--- src/rtl/branch_predictor.sv ---
// branch_predictor: direct-mapped BTB with 2-bit saturating counters, misprediction detect and stats
module branch_predictor #(
  parameter int ENTRIES = 16
) (
  input  logic        clk,
  input  logic        rst_n,
  input  logic [31:0] PC_F,
  input  logic        stall,
  input  logic        ex_valid,
  input  logic        ex_is_branch,
  input  logic [31:0] ex_pc,
  input  logic        ex_taken,
  input  logic [31:0] ex_target,
  input  logic        ex_pred_taken,
  input  logic [31:0] ex_pred_target,
  output logic        sel,
  output logic [31:0] predicted_address,
  output logic        flag,
  output logic [31:0] PCback,
  output logic [31:0] branch_cnt,
  output logic [31:0] mispred_cnt
);
  localparam int IDX_W = $clog2(ENTRIES);
  localparam int TAG_W = 32 - IDX_W - 2;

  logic             valid_q  [ENTRIES];
  logic [TAG_W-1:0] tag_q    [ENTRIES];
  logic [31:0]      target_q [ENTRIES];
  logic [1:0]       ctr_q    [ENTRIES];
  logic [31:0]      branch_cnt_q, branch_cnt_d, mispred_cnt_q, mispred_cnt_d;

  logic [IDX_W-1:0] fi, ui;
  logic             fhit, uhit, train;
  logic [1:0]       ctr_d;

  assign fi   = PC_F[IDX_W+1:2];
  assign ui   = ex_pc[IDX_W+1:2];
  assign fhit = valid_q[fi] && tag_q[fi] == PC_F[31:IDX_W+2];
  assign uhit = valid_q[ui] && tag_q[ui] == ex_pc[31:IDX_W+2];

  assign sel               = fhit && ctr_q[fi][1];
  assign predicted_address = sel ? target_q[fi] : PC_F + 32'd4;
  assign PCback            = ex_pc + 32'd4;
  assign flag = ex_valid && ((ex_is_branch && ((ex_taken != ex_pred_taken) ||
                (ex_taken && ex_pred_target != ex_target))) || (!ex_is_branch && ex_pred_taken));
  assign train = ex_valid && !stall;

  always_comb begin
    ctr_d         = ex_taken ? (&ctr_q[ui] ? ctr_q[ui] : ctr_q[ui] + 2'd1)
                             : (|ctr_q[ui] ? ctr_q[ui] - 2'd1 : ctr_q[ui]);
    branch_cnt_d  = (train && ex_is_branch && ~&branch_cnt_q) ? branch_cnt_q + 32'd1 : branch_cnt_q;
    mispred_cnt_d = (train && flag && ~&mispred_cnt_q) ? mispred_cnt_q + 32'd1 : mispred_cnt_q;
  end

  always_ff @(posedge clk or negedge rst_n) begin
    if (!rst_n) begin
      for (int i = 0; i < ENTRIES; i++) begin
        valid_q[i]  <= 1'b0;
        tag_q[i]    <= '0;
        target_q[i] <= '0;
        ctr_q[i]    <= 2'b01;
      end
      branch_cnt_q  <= '0;
      mispred_cnt_q <= '0;
    end else begin
      branch_cnt_q  <= branch_cnt_d;
      mispred_cnt_q <= mispred_cnt_d;
      if (train && ex_is_branch && uhit) begin
        ctr_q[ui] <= ctr_d;
        if (ex_taken) target_q[ui] <= ex_target;
      end else if (train && ex_is_branch && ex_taken) begin
        valid_q[ui]  <= 1'b1;
        tag_q[ui]    <= ex_pc[31:IDX_W+2];
        target_q[ui] <= ex_target;
        ctr_q[ui]    <= 2'b10;
      end else if (train && !ex_is_branch && ex_pred_taken && uhit) begin
        valid_q[ui] <= 1'b0;
      end
    end
  end

  assign branch_cnt  = branch_cnt_q;
  assign mispred_cnt = mispred_cnt_q;
endmodule

--- config.mk ---
export PLATFORM = sky130hd
export DESIGN_NAME = branch_predictor
export DESIGN_NICKNAME = d
export VERILOG_FILES = /design/src/rtl/branch_predictor.sv
export SDC_FILE = /design/constraint.sdc
export NUM_CORES = 2
export LEC_CHECK = 0
export CAP_MARGIN = 20
export CORE_MARGIN = 4
export CORE_UTILIZATION = 45
export CTS_BUF_LIST = sky130_fd_sc_hd__clkbuf_8
export CTS_CLUSTER_DIAMETER = 30
export CTS_CLUSTER_SIZE = 40
export DETAILED_ROUTE_END_ITERATION = 10
export PLACE_DENSITY_LB_ADDON = 0.1
export SLEW_MARGIN = 25
export SYNTH_ARGS = -nofsm -noshare
export SYNTH_HDL_FRONTEND = slang
export SYNTH_SLANG_ARGS = --single-unit
--- constraint.sdc ---
create_clock -name clk -period 6.1 [get_ports clk]
set_input_delay 1.22 -clock clk [delete_from_list [all_inputs] [get_ports clk]]
set_output_delay 1.22 -clock clk [all_outputs]
set_load 0.01 [all_outputs]
[Word-level counts from Yosys, hierarchy flattened]
Index checks and enable logic that the tools add are counted.
Storage, ports and cells
  flip-flop bits (word level): 1040
  input port bits: 135
  word-level logic and storage cells: 165
  memory bits (writable): 0
  output and inout port bits: 130
  latch bits: 0
  bits in read-only memories: 0
  memories: 0
Operators by class
  equality and inequality tests: 5
  shift-type cells: 0
  bitwise logic cells: 9
  multiply operators: 0
  reductions and logical operators: 33
  divide/modulo/power cells: 0
  $add $sub $neg: 6
  mux-type cells: 43
  $lt $le $gt $ge: 3
Operators by type and width (count)
  2-to-1 mux 512 bit: 3
  bitwise mux 512 bit: 1
  bitwise mux 416 bit: 1
  binary-select mux 26 bit (select 4 bit): 2
  2-to-1 mux 32 bit: 6
  2-to-1 mux 26 bit: 5
  binary-select mux 32 bit (select 4 bit): 1
  demux 32 bit (select 4 bit): 1
  demux 26 bit (select 4 bit): 1
  adder 32 x 1 -> 32 bit (second input constant): 2
  adder 32 x 3 -> 32 bit (second input constant): 2
  AND reduction 32 bit: 2
  equality test 26 bit: 2
  bitwise AND 16 bit: 2
  bitwise mux 32 bit: 1
  2-to-1 mux 16 bit: 2
  != test 32 bit: 1
  inverter 16 bit: 2
  bitwise OR 16 bit: 2
  logical AND 1 bit: 18
  binary-select mux 2 bit (select 4 bit): 2
  2-to-1 mux 2 bit: 8
  greater-or-equal comparator 5 bit (second input constant): 2
  inverter 4 -> 5 bit: 2
  other kinds (15): 28

[Longest topological paths before layout]
  depth in word-level cells: 9
  mapped depth: 17
  gate-level depth less buffers: 10

[Worst setup path after synthesis]
Ideal clock, no wire load.
  kind: input -> output
  start point: input PC_F[3]
  end point: output predicted_address[10]
  data required time: 4.880 ns
  arrival: 4.365 ns
  path slack: 0.515 ns
  buffers on the path: 6
  cell stages on the path: 14
  cells stage by stage: buf_2 -> buf_2 -> buf_2 -> buf_2 -> clkbuf_1 -> mux4_2 -> mux2i_1 -> xor2_1 -> nand3_1 -> o31ai_1 -> nand4_1 -> nor4_4 -> buf_6 -> mux2_4
Between the ends
  word-level cells in the longest chain between the ends: 8
  elaborated cells between the ends (all ways): 18
  classes of those cells: add/sub: 1; eq/ne: 1; mux: 13; bitwise: 1; reduce/logical: 2
RTL lines
  start, declared: line 7  | input logic [31:0] PC_F,
  inverter 4 -> 5 bit (not written as such): line 38, 41, 42
  binary-select mux 26 bit (select 4 bit): line 38  | assign fhit = valid_q[fi] && tag_q[fi] == PC_F[31:IDX_W+2];
  2-to-1 mux 26 bit (not written as such) (2 in a row): line 38
  equality test 26 bit: line 38
  logical AND 1 bit: line 38
  logical AND 1 bit: line 41  | assign sel = fhit && ctr_q[fi][1];
  2-to-1 mux 32 bit (*): line 42  | assign predicted_address = sel ? target_q[fi] : PC_F + 32'd4;
  end, declared: line 17  | output logic [31:0] predicted_address,
Every way passes the cells marked *; elsewhere a longest branch is shown, timed or not. The select of a mux whose other input is x is not followed.

[Worst setup path after layout]
  start point: input PC_F[2]
  end point: output predicted_address[26]
Same word-level chain as after synthesis.

==> qor.csv <==
metric,value,unit
synthesized area,53700,um2
"Data arrival, critical path",4.88,ns
fin. max-slew vios,0,
synth warn,0,
synthesized flop and latch total,1040,
antenna-violating nets left,0,
Max clock buf depth,4,
post-DR wirelength/cell,29.9,um
# rows,126,
Layout fillers,9537,
drt drc,0,
RSZ-0062 raised after global routing,true,
Clock Pin Slew Worst Setup and Hold Paths,0.05,ns
top-area cell type share of the netlist area,47.8,%
GRT Residual Overflow,0,
Die Span Y,353,um
Netlist cell types,58,
sw power,5.03,mW
final hold slack,0.245,ns
combinational share of power,11.3,%
"Period Utilization, post-route",100,%
total number of vias,35200,
input/output buffers,260,
die area,125000,um2
Worst Slack Setup Final,-0.000254,ns
TritonCTS clock tree,built,
GRT Total Usage,27.8,%
Main synth FF type,dfrtp_1,
Max Cap Viol,0,
initial core utilization,45.4,%
Hold Path Class,input pin to asynchronous set/reset pin,
DRT Pass-1 Iters,5,
Post-synth EDFFs,0,
most frequent cell after synthesis,dfrtp_1,
H-tree level count,5,
asr flop ratio synth,100,%
Syn Nets,3739,
sw frac,24.6,%
Num CTS Buffers,286,
"area leader, netlist",dfrtp_1,
power per cell area,312,nW/um2
Ports,265,
critical path class,input pin to output pin,
RD Place Congestion,0.882,
CTS Sinks,1040,
worst slew pin tran,1.01,ns
sequential fraction of design power,38.5,%
r2r setup slk,2.20,ns
Worst-Skew Late Latency,0.96,ns
First DRT Iteration DRCs,2754,
status,"finished, violations left",
number of global-route vias before repair,38200,
Root Driver,clkbuf_8,
Die W,353,um
layout cells sized above 1,43.1,%
internal cell power,15.4,mW
Mean Syn Cell Area,14.9,um2
synthesized instance count,3597,
vias per cell,6.05,
first-pass GRT wire length,258000,um
WL final,174000,um
Clock Skew,0.0852,ns
register area share after synthesis,48.5,%
core area,118000,um2
synth cell count leaders,"dfrtp_1 (1024), mux2_2 (647), mux4_2 (365)",
CP Launch Type,input pin,
Leakage,30.5,nW
relative slew slack,32.3,%
Worst VDD drop,0.216,mV
required time of the critical path,4.88,ns
CTS Hold Bufs,0,
Clk pwr share,50.2,%
crit end category,output pin,
failing checks,setup timing,
Max Freq,164,MHz
Final Critical Period,6.10,ns
Synth area leaders,"dfrtp_1 (48%), mux4_2 (15%), mux2_2 (14%)",
crit path max fanout,6,
initial antenna violation count,15,
NumNets Final,4222,
Final setup viols,1,
Final Hold Violating Endpoints,0,
area grow syn2layout,22.3,%
largest net degree at the start of global routing,178,
final core occ,55.5,%
DPL Wire Length,110000,um
critical path: stages:
cell and delay (ns):
buf_16 0.12, buf_4 0.12, mux4_1 0.53, mux4_2 0.59, xnor2_2 0.17, and4_1 0.22, nand4_1 0.14, or4b_4 0.53
nor4_4 0.30, buf_6 0.19, buf_8 0.14, buf_12 0.14, mux2_4 0.31, buf_6 0.12
path summary, 6_finish.rpt:
path,start,end,cells after the start
min in group clk,branch_cnt[28],branch_cnt[28],1
worst max register to register,tag_q[57],ctr_q[6],8
worst min register to register,branch_cnt[28],branch_cnt[28],1
worst max-delay path,PC_F[2],predicted_address[26],14
worst min-delay path,rst_n,tag_q[100],1
max in group asynchronous,rst_n,target_q[492],4
flip-flops by register name, summed over array words and instances (netlist names), named ones only:
signal and count:
target_q 512, tag_q 416, branch_cnt 32, ctr_q 32, mispred_cnt 32
cell usage in the layout (no fill, tap or decap), drive strengths merged, types with 15 or more instances in the layout:
master | netlist | final
dfrtp | 1024 | 1024
mux2 | 980 | 980
mux4 | 375 | 375
clkbuf | 171 | 352
buf | 133 | 261
clkdlybuf4s50 | 0 | 218
xnor2 | 115 | 115
nand2 | 113 | 113
mux2i | 95 | 95
nor2 | 93 | 93
xor2 | 92 | 92
inv | 18 | 64
nand3 | 55 | 55
clkinv | 1 | 43
bufinv | 0 | 42
nor2b | 40 | 40
nand4 | 36 | 36
o21ai | 35 | 35
nor4 | 27 | 27
a21oi | 25 | 25
and3 | 20 | 20
a211oi | 19 | 19
o41ai | 17 | 17
a22oi | 16 | 16
clkinvlp | 0 | 16
dfstp | 16 | 16
nor3 | 15 | 15
through the flow:
stage / std cells / TNS (ns) / worst slack, ns / power, mW / instance area (um2)
after floorplan: 3597 / 0 / 0.515 / 9.23 / 53700
after global placement: 5310 / -11.16 / -0.387 / 10.2 / 59000
after detailed placement: 5310 / -11.39 / -0.402 / 10.3 / 59000
after CTS: 5804 / -0.0452 / -0.0452 / 20.7 / 65600
after global routing: 5813 / -0.842 / -0.0741 / 21.3 / 65600
final: 5817 / -0.000254 / -0.000254 / 20.5 / 65600
layer usage:
layer	GRT usage [%]	up-vias	routed length (um)
met5	0	-	41
met4	10.4	6	6190
met3	6.92	391	12700
met2	44.5	1364	82600
met1	36.9	18900	72100
li1	-	14500	-
power by group through the flow:
| stage | Sequential (mW) | Combinational [mW] | Clock, mW |
|---|---|---|---|
| after floorplan | 7.84 | 1.40 | 0 |
| after global placement | 7.93 | 2.23 | 0 |
| after detailed placement | 7.97 | 2.29 | 0 |
| after CTS | 7.87 | 2.32 | 10.5 |
| after global routing | 7.93 | 2.47 | 10.8 |
| final | 7.88 | 2.31 | 10.3 |
timing repair:
action,CTS,global route
cloned,5,1
setup endpoints to repair,32,32
setup buffers,8,5
resized for setup,95,48
pin swaps,2,8
area by class of cell:
cell class / count / area [um2] / share of cell area, %
Clock buffer: 335 / 4610 / 7.03
Antenna cell: 8 / 20.0 / 0.0305
Sequential cell: 1040 / 26000 / 39.7
Inverter: 19 / 71.3 / 0.109
Clock inverter: 146 / 1770 / 2.70
Multi-Input combinational cell: 2234 / 26100 / 39.8
Timing Repair Buffer: 499 / 5050 / 7.70
Tap cell: 1536 / 1920 / 2.93
cells by family (layout without fill, tap and decap cells):
logic type / Yosys count / count (layout) / share of synthesized area [%]
muxes: 1450 / 1450 / 38.4
DFF: 1040 / 1040 / 48.5
and+or+nand+nor: 426 / 426 / 4.34
buffers and inverters: 323 / 999 / 3.03
xor gates and xnor gates: 207 / 207 / 3.42
AOI/OAI and AO/OA: 143 / 143 / 2.13
adders and majority gates: 8 / 8 / 0.182
other: 0 / 8 / 0
(Power assumes the default switching activity.)
